`config.mk`:
```
export PLATFORM = sky130hd
export DESIGN_NAME = fp_issue_ctrl
export DESIGN_NICKNAME = d
export VERILOG_FILES = /design/src/rtl/fp_pkg.sv /design/src/rtl/fp_issue_ctrl.sv
export SDC_FILE = /design/constraint.sdc
export NUM_CORES = 1
export LEC_CHECK = 0
export BUFFER_PORTS_ARGS = -buffer_cell sky130_fd_sc_hd__buf_4
export CAP_MARGIN = 25
export CORE_AREA = 3 3 154 156
export CTS_BUF_LIST = sky130_fd_sc_hd__clkbuf_4 sky130_fd_sc_hd__clkbuf_8
export DETAILED_ROUTE_END_ITERATION = 6
export DIE_AREA = 0 0 157 159
export PLACE_DENSITY = 0.74
export SLEW_MARGIN = 15
export SYNTH_ARGS = -nofsm -noshare
export SYNTH_HDL_FRONTEND = slang
export SYNTH_SLANG_ARGS = --single-unit
```
`constraint.sdc`:
```
create_clock -name clk -period 7.3 [get_ports clk]
set_input_delay 0.73 -clock clk [delete_from_list [all_inputs] [get_ports clk]]
set_output_delay 0.73 -clock clk [all_outputs]
set_load 0.01 [all_outputs]
```
`src/rtl/fp_pkg.sv`:
```
// Shared definitions for the FP issue/writeback sequencer:
// opcodes, FP unit select codes, instruction layout and FSM states.
package fp_pkg;

  localparam logic [3:0] OP_NOP  = 4'h0;
  localparam logic [3:0] OP_ADD  = 4'h1;
  localparam logic [3:0] OP_SUB  = 4'h2;
  localparam logic [3:0] OP_MUL  = 4'h3;
  localparam logic [3:0] OP_DIV  = 4'h4;
  localparam logic [3:0] OP_HALT = 4'hF;

  localparam logic [1:0] FPU_ADD = 2'b00;
  localparam logic [1:0] FPU_SUB = 2'b01;
  localparam logic [1:0] FPU_MUL = 2'b10;
  localparam logic [1:0] FPU_DIV = 2'b11;

  localparam int OP_LSB  = 28;
  localparam int RD_LSB  = 20;
  localparam int RA_LSB  = 12;
  localparam int RB_LSB  = 4;
  localparam int FIELD_W = 8;

  typedef struct packed {
    logic [3:0]         op;
    logic [FIELD_W-1:0] rd;
    logic [FIELD_W-1:0] ra;
    logic [FIELD_W-1:0] rb;
    logic [3:0]         rsvd;
  } instr_t;

  typedef enum logic [2:0] {
    S_IDLE,
    S_FETCH,
    S_DECODE,
    S_READ_A,
    S_READ_B,
    S_EXEC,
    S_WRITE,
    S_HALTED
  } state_t;

  function automatic logic is_arith(input logic [3:0] op);
    return op inside {OP_ADD, OP_SUB, OP_MUL, OP_DIV};
  endfunction

  function automatic logic is_legal(input logic [3:0] op);
    return is_arith(op) || op == OP_NOP || op == OP_HALT;
  endfunction

  function automatic logic [1:0] fpu_sel(input logic [3:0] op);
    logic [1:0] sel;
    sel = FPU_ADD;
    unique case (op)
      OP_SUB:  sel = FPU_SUB;
      OP_MUL:  sel = FPU_MUL;
      OP_DIV:  sel = FPU_DIV;
      default: sel = FPU_ADD;
    endcase
    return sel;
  endfunction

endpackage

```
`src/rtl/fp_issue_ctrl.sv`:
```
// Single-issue sequencer for the 64-bit FP units: fetch, decode,
// two operand reads, timed execute, then writeback to data memory.
module fp_issue_ctrl
  import fp_pkg::*;
#(
  parameter int IADDR_W     = 8,
  parameter int DADDR_W     = 8,
  parameter int EXEC_CYCLES = 1
) (
  input  logic               clk,
  input  logic               rst,
  input  logic               start,
  output logic               busy,
  output logic               halted,
  output logic               illegal,
  output logic [15:0]        retired,
  output logic [IADDR_W-1:0] imem_addr,
  input  logic [31:0]        imem_rdata,
  output logic [DADDR_W-1:0] dmem_raddr,
  input  logic [63:0]        dmem_rdata,
  output logic               dmem_we,
  output logic [DADDR_W-1:0] dmem_waddr,
  output logic [63:0]        dmem_wdata,
  output logic [63:0]        fpu_a,
  output logic [63:0]        fpu_b,
  output logic [1:0]         fpu_op,
  output logic               fpu_en,
  input  logic [63:0]        fpu_result
);

  localparam int CW = (EXEC_CYCLES > 1) ? $clog2(EXEC_CYCLES) : 1;
  localparam logic [CW-1:0] CNT_LAST = CW'(EXEC_CYCLES - 1);

  state_t             state, state_d;
  logic [IADDR_W-1:0] pc;
  logic [CW-1:0]      cnt;
  instr_t             ir;
  instr_t             instr_q;
  logic               exec_last;
  logic               unused_instr;

  assign ir        = instr_t'(imem_rdata);
  assign exec_last = (cnt == CNT_LAST);

  // Only rd/rb/op of the held instruction are consumed after decode.
  assign unused_instr = ^instr_q;

  always_ff @(posedge clk or posedge rst) begin
    if (rst) state <= S_IDLE;
    else     state <= state_d;
  end

  always_comb begin
    state_d = state;
    unique case (state)
      S_IDLE:   if (start) state_d = S_FETCH;
      S_FETCH:  state_d = S_DECODE;
      S_DECODE: begin
        unique case (1'b1)
          is_arith(ir.op):   state_d = S_READ_A;
          ir.op == OP_HALT:  state_d = S_HALTED;
          default:           state_d = S_FETCH;
        endcase
      end
      S_READ_A: state_d = S_READ_B;
      S_READ_B: state_d = S_EXEC;
      S_EXEC:   if (exec_last) state_d = S_WRITE;
      S_WRITE:  state_d = S_FETCH;
      S_HALTED: if (start) state_d = S_FETCH;
      default:  state_d = S_IDLE;
    endcase
  end

  assign busy       = !(state inside {S_IDLE, S_HALTED});
  assign halted     = (state == S_HALTED);
  assign fpu_en     = (state == S_EXEC);
  assign dmem_we    = (state == S_WRITE);
  assign imem_addr  = pc;
  assign dmem_waddr = instr_q.rd[DADDR_W-1:0];

  // ra must go out during decode so its data lands in READ_A.
  assign dmem_raddr = (state == S_DECODE) ? ir.ra[DADDR_W-1:0]
                                          : instr_q.rb[DADDR_W-1:0];

  always_ff @(posedge clk or posedge rst) begin
    if (rst) begin
      pc         <= '0;
      cnt        <= '0;
      instr_q    <= '0;
      illegal    <= 1'b0;
      retired    <= '0;
      fpu_a      <= '0;
      fpu_b      <= '0;
      fpu_op     <= FPU_ADD;
      dmem_wdata <= '0;
    end else begin
      unique case (state)
        S_IDLE, S_HALTED: begin
          if (start) pc <= '0;
        end
        S_DECODE: begin
          instr_q <= ir;
          if (!is_arith(ir.op) && ir.op != OP_HALT)
            pc <= pc + 1'b1;
          if (!is_legal(ir.op))
            illegal <= 1'b1;
        end
        S_READ_A: fpu_a <= dmem_rdata;
        S_READ_B: begin
          fpu_b  <= dmem_rdata;
          fpu_op <= fpu_sel(instr_q.op);
          cnt    <= '0;
        end
        S_EXEC: begin
          cnt <= cnt + 1'b1;
          if (exec_last) dmem_wdata <= fpu_result;
        end
        S_WRITE: begin
          pc      <= pc + 1'b1;
          retired <= retired + 1'b1;
        end
        default: ;
      endcase
    end
  end

endmodule

```
== Word level (Yosys, flattened, before mapping) ==
Cells that the tools add are included.
Word-level totals
  logic and storage cells: 62
  output and inout bits: 239
  bits of input ports: 163
  register bits after elaboration: 243
Cells by class
  equality and inequality tests: 19
  bitwise gates (word level): 2
  $add $sub $neg: 3
  reductions and logical operators: 16
  mux-type cells: 10
Operators with widths (number)
  8-bit two-way mux: 3
  8-bit one-hot mux with 3 select lines: 1
  3-bit one-hot mux with 7 select lines: 1
  16-bit by 1-bit adder with 16-bit output, second input constant: 1
  4-bit by 2-bit == test with 1-bit output, second input constant: 4
  3-bit == test, second input constant: 4
  8-bit by 1-bit adder with 8-bit output, second input constant: 1
  4-bit by 3-bit == test with 1-bit output, second input constant: 2
  3-bit by 2-bit == test with 1-bit output, second input constant: 2
  3-bit two-way mux: 2
  2-bit one-hot mux with 3 select lines: 1
  3-bit one-hot mux with 2 select lines: 1
  2-bit AND reduction: 3
  4-bit by 1-bit == test with 1-bit output, second input constant: 1
  4-bit == test, second input constant: 1
  4-bit logical NOT: 1
  2-bit by 1-bit != test with 1-bit output, second input constant: 2
  4-bit != test, second input constant: 1
  2-bit nonzero test: 2
  4-bit nonzero test: 1
  3-bit by 1-bit == test with 1-bit output, second input constant: 1
  3-bit logical NOT: 1
  3-bit AND reduction: 1
  3-bit nonzero test: 1
  other kinds (8): 11

== Logic depth before layout (Yosys ltp) ==
  word-level depth: 6
  depth in mapped cells: 7
  depth with buffers taken out: 5

== Least setup slack after synthesis ==
OpenSTA, ideal clock, no wires.
  path kind: register -> output
  start point: reg state[2]
  end point: out dmem_raddr[0]
  slack: 5179 ps
  path buffers: 2
  data required time: 6570 ps
  data arrival time: 1391 ps
  stages on the path, launching flop included: 6
  cell sequence: dfrtp_1 buf_2 nor3_2 clkbuf_1 nand2_1 nand2_1
Between the ends
  longest elaborated chain between the ends: 2
RTL lines
  from (decl): line fp_issue_ctrl.sv:34  | state_t state, state_d;
  from (signal assigned): line fp_issue_ctrl.sv:50  | else state <= state_d;
  3-bit by 2-bit == test with 1-bit output: line fp_issue_ctrl.sv:82  | assign dmem_raddr = (state == S_DECODE) ? ir.ra[DADDR_W-1:0]
  8-bit two-way mux: line fp_issue_ctrl.sv:82
  to (decl): line fp_issue_ctrl.sv:19  | output logic [DADDR_W-1:0] dmem_raddr,
Every way passes these cells.

== Worst setup path in the final report ==
  start point: reg state[0]
  end point: out dmem_raddr[0]
The elaborated chain is that of the path after synthesis.

==> key figures <==
Logic synthesis
  – Count of mapped cells out of synthesis: 803
  – Distinct cell type count of the synthesized netlist: 39
  – Number of storage elements in the synthesis netlist: 243
  – Share of synthesized area occupied by flip-flops and latches: 0.6414
  – Mean cell area of the mapped netlist: 11.81 um2
  – Syn_nets: 968
  – Area of the mapped netlist: 0.009480 mm2
  – Count of synthesis-stage warnings from yosys: 0

Die
  – I/O pins: 402
  – Height of the chip: 159 um
  – Die footprint: 0.02496 mm2
  – Site Rows: 55
  – Initial core utilization: 0.4213
  – Core Box Area: 0.02250 mm2
  – X dimension of the die: 157 um

Critical path
  – Startpoint of the most critical setup path: state[0]
  – Arrival time reported for the critical path endpoint: 2.50 ns
  – Crit path largest cell delay: 0.56 ns
  – Endpoint class of the critical path: primary output
  – Crit path launch type: flip-flop
  – Register-to-register setup slack: 4.98 ns
  – Slowest-stage cell, CP: sky130_fd_sc_hd__nand2b_1
  – Max Fanout on Critical Path: 22
  – Cell with the most instances on the worst path: sky130_fd_sc_hd__nand2_1
  – Setup CP Type: flip-flop to primary output
  – Crit-path cells: nor2b_1 -> nand2b_1 -> nand2_1 -> nand2_1 -> buf_4
  – Required time at the endpoint of the critical path: 6.57 ns
  – Beginning of the worst register-to-register path: state[2]

Clocking
  – CTS H-tree depth: 2
  – Num CTS Buffers: 42
  – Reg clk slew, reported paths: 0.06 ns
  – Clock root cell: sky130_fd_sc_hd__clkbuf_8
  – Cts repair resizes: 0
  – Clock sinks: 243
  – Clock insertion delay at the later pin of the skew report: 0.52 ns
  – Number of setup buffers added after CTS: 0
  – Post-CTS Hold Buffers: 0
  – Maximum number of buffers from clock root to sink: 3
  – CTS tree: yes

Placed design
  – Final estimated routing congestion in global placement: 0.7760
  – Port-buffer cells: 397
  – Placed instance area: 0.01270 mm2
  – Post-detail-place hpwl: 18720 um
  – Worst slack, placed: 4.608 ns

Global route
  – First-pass GRT wire length: 41170 um
  – Total routing usage reported by global routing: 0.2059
  – Initial antenna violation count: 0
  – Total congestion overflow after global routing: 0
  – Number of global-route vias before repair: 7820
  – Pin count of the biggest net entering global routing: 136

Detailed routing
  – DRT iter0 DRCs: 226
  – Length of the first detailed-routing pass in iterations: 4
  – Number of vias after detailed routing: 7337
  – DRC violation count after routing: 0
  – Post-DR vias/cell: 4.817
  – Routed Antenna Nets: 0
  – Routed wirelength normalized by instance count: 17.31 um
  – Detailed-route wire length: 26370 um

Timing
  – Setup-failing EPs final: 0
  – Slew @ Worst Pin: 0.9684 ns
  – Worst Slack Setup Final: 4.068 ns
  – Hold Vio Cnt, Final: 0
  – Max Fclk: 309.4 MHz
  – Crit path time final: 3.232 ns
  – Setup Skew: 0.02295 ns
  – Setup TNS: 0 ns
  – Setup repair after global routing missed its margin: false
  – Fin. max-slew vios: 0
  – Worst slew slack as a fraction of its limit: 0.3544
  – Crit share post-route: 0.4427

Layout
  – Filler Cells Inserted: 1850
  – Layout cells sized above 1: 0.4871
  – Area taken by flip-flops and latches: 0.006081 mm2
  – Area of the multi-input gates: 0.003194 mm2
  – Final instance area: 0.01359 mm2
  – Finished Core Util: 0.6041
  – Relative area change from synthesis to final layout: 43.38%
  – Net count reported at finish: 1374
  – Number of antenna cells inserted: 0

Flow run
  – Number of max-cap violations: 0

Pwr
  – Peak ir drop on the vdd network: 240.7 uV
  – Power Density: 451.8 mW/mm2
  – Leakage power figure: 6.996 nW

Run status
  – Outcome: finished, final reports clean

Min path
  – Tightest Hold Check Type: input pin to async pin
## metrics by stage
stage | total power [mW] | cells | hold WS, ns
after floorplan | 3.567 | 803 | 0.4325
after global placement | 4.843 | 1450 | 0.4452
after detailed placement | 4.927 | 1450 | 0.4578
after CTS | 6.234 | 1523 | 0.3586
after global routing | 6.559 | 1523 | 0.3736
final | 6.142 | 1523 | 0.3801
## metal layers
layer	part of all wire	vias to the layer above	GRT usage
met5	0	-	0
met4	0.030	0	0.06844
met3	0.11	56	0.08182
met2	0.50	319	0.3562
met1	0.37	3533	0.2306
li1	-	3429	-
## cell families after synthesis
family                   after synthesis  synth area share
AO/OA/AOI/OAI                         16           0.01082
buffers and inverters                 48           0.02494
adder cells (fa/ha/maj)                2          0.002639
XOR/XNOR                              16           0.01478
AND/OR/NAND/NOR                      342            0.1448
multiplexers                         136            0.1606
flip-flops                           243            0.6414
## where the power goes
part	switching (mW)	total (mW)	internal [mW]
registers	0.363	2.34	1.98
clock network	0.529	1.28	0.751
logic	1.18	2.52	1.34
total	2.08	6.14	4.07
## flip-flops by register name, summed over array words and instances, names as in the netlist
signal,cells
cnt,1
fpu_b,64
imem_addr,8
dmem_waddr,8
dmem_wdata,64
illegal,1
instr_q,12
fpu_op,2
state,3
fpu_a,64
retired,16
## critical path, delay by kind of cell, from the launching register on
kind / cells / cell delay (ns)
AND/OR/NAND/NOR: 4 / 1.28
flip-flops: 1 / 0.52
buffers and inverters: 1 / 0.17
## layout make-up
| cell class | instances | area share |
|---|---|---|
| inverters | 6 | 0.001933 |
| well taps | 285 | 0.02623 |
| clock buffers | 71 | 0.06453 |
| multi-input cells | 512 | 0.2350 |
| flip-flops and latches | 243 | 0.4474 |
| clock inverters | 2 | 0.0009205 |
| repair buffers | 404 | 0.2240 |
## cell usage in the layout, fill, tap and decap left out, drive strengths merged, types with 7 or more instances in the layout
master    n
buf     404
clkbuf   71
dfrtp   243
mux2    129
mux2i     7
nand2   294
nand4     7
nor2     15
xnor2     9
xor2      7
## path summary, 6_finish.rpt
kind,to,cells past startpoint
max in group asynchronous,fpu_b[60],4
worst max-delay path,dmem_raddr[0],5
worst min-delay path,fpu_b[33],3
min in group clk,dmem_waddr[0],3
worst min register to register,instr_q[6],2
worst max register to register,dmem_wdata[17],4
## cell usage after synthesis, drive strengths merged
master | instances | area share
o21ai | 6 | 0.0032
a21o | 1 | 0.00079
a21oi | 2 | 0.0011
inv | 6 | 0.0024
nor2 | 15 | 0.0059
o21a | 1 | 0.00079
o22ai | 1 | 0.00066
nor3 | 5 | 0.0032
o211ai | 1 | 0.00079
mux2 | 129 | 0.15
o311a | 1 | 0.0011
o21bai | 1 | 0.00079
clkbuf | 18 | 0.0071
nand4b | 1 | 0.00092
and3 | 4 | 0.0026
nand3 | 6 | 0.0032
nand3b | 1 | 0.00079
ha | 2 | 0.0026
o41ai | 1 | 0.00092
xnor2 | 9 | 0.0083
nand2b | 1 | 0.00066
mux2i | 7 | 0.0074
or4b | 1 | 0.0011
and2 | 3 | 0.0020
xor2 | 7 | 0.0065
buf | 24 | 0.015
and4 | 2 | 0.0021
o31ai | 1 | 0.00079
nor2b | 2 | 0.0013
nand4 | 7 | 0.0046
dfrtp | 243 | 0.64
nand2 | 294 | 0.12
Power figures use the tool's default switching activity.
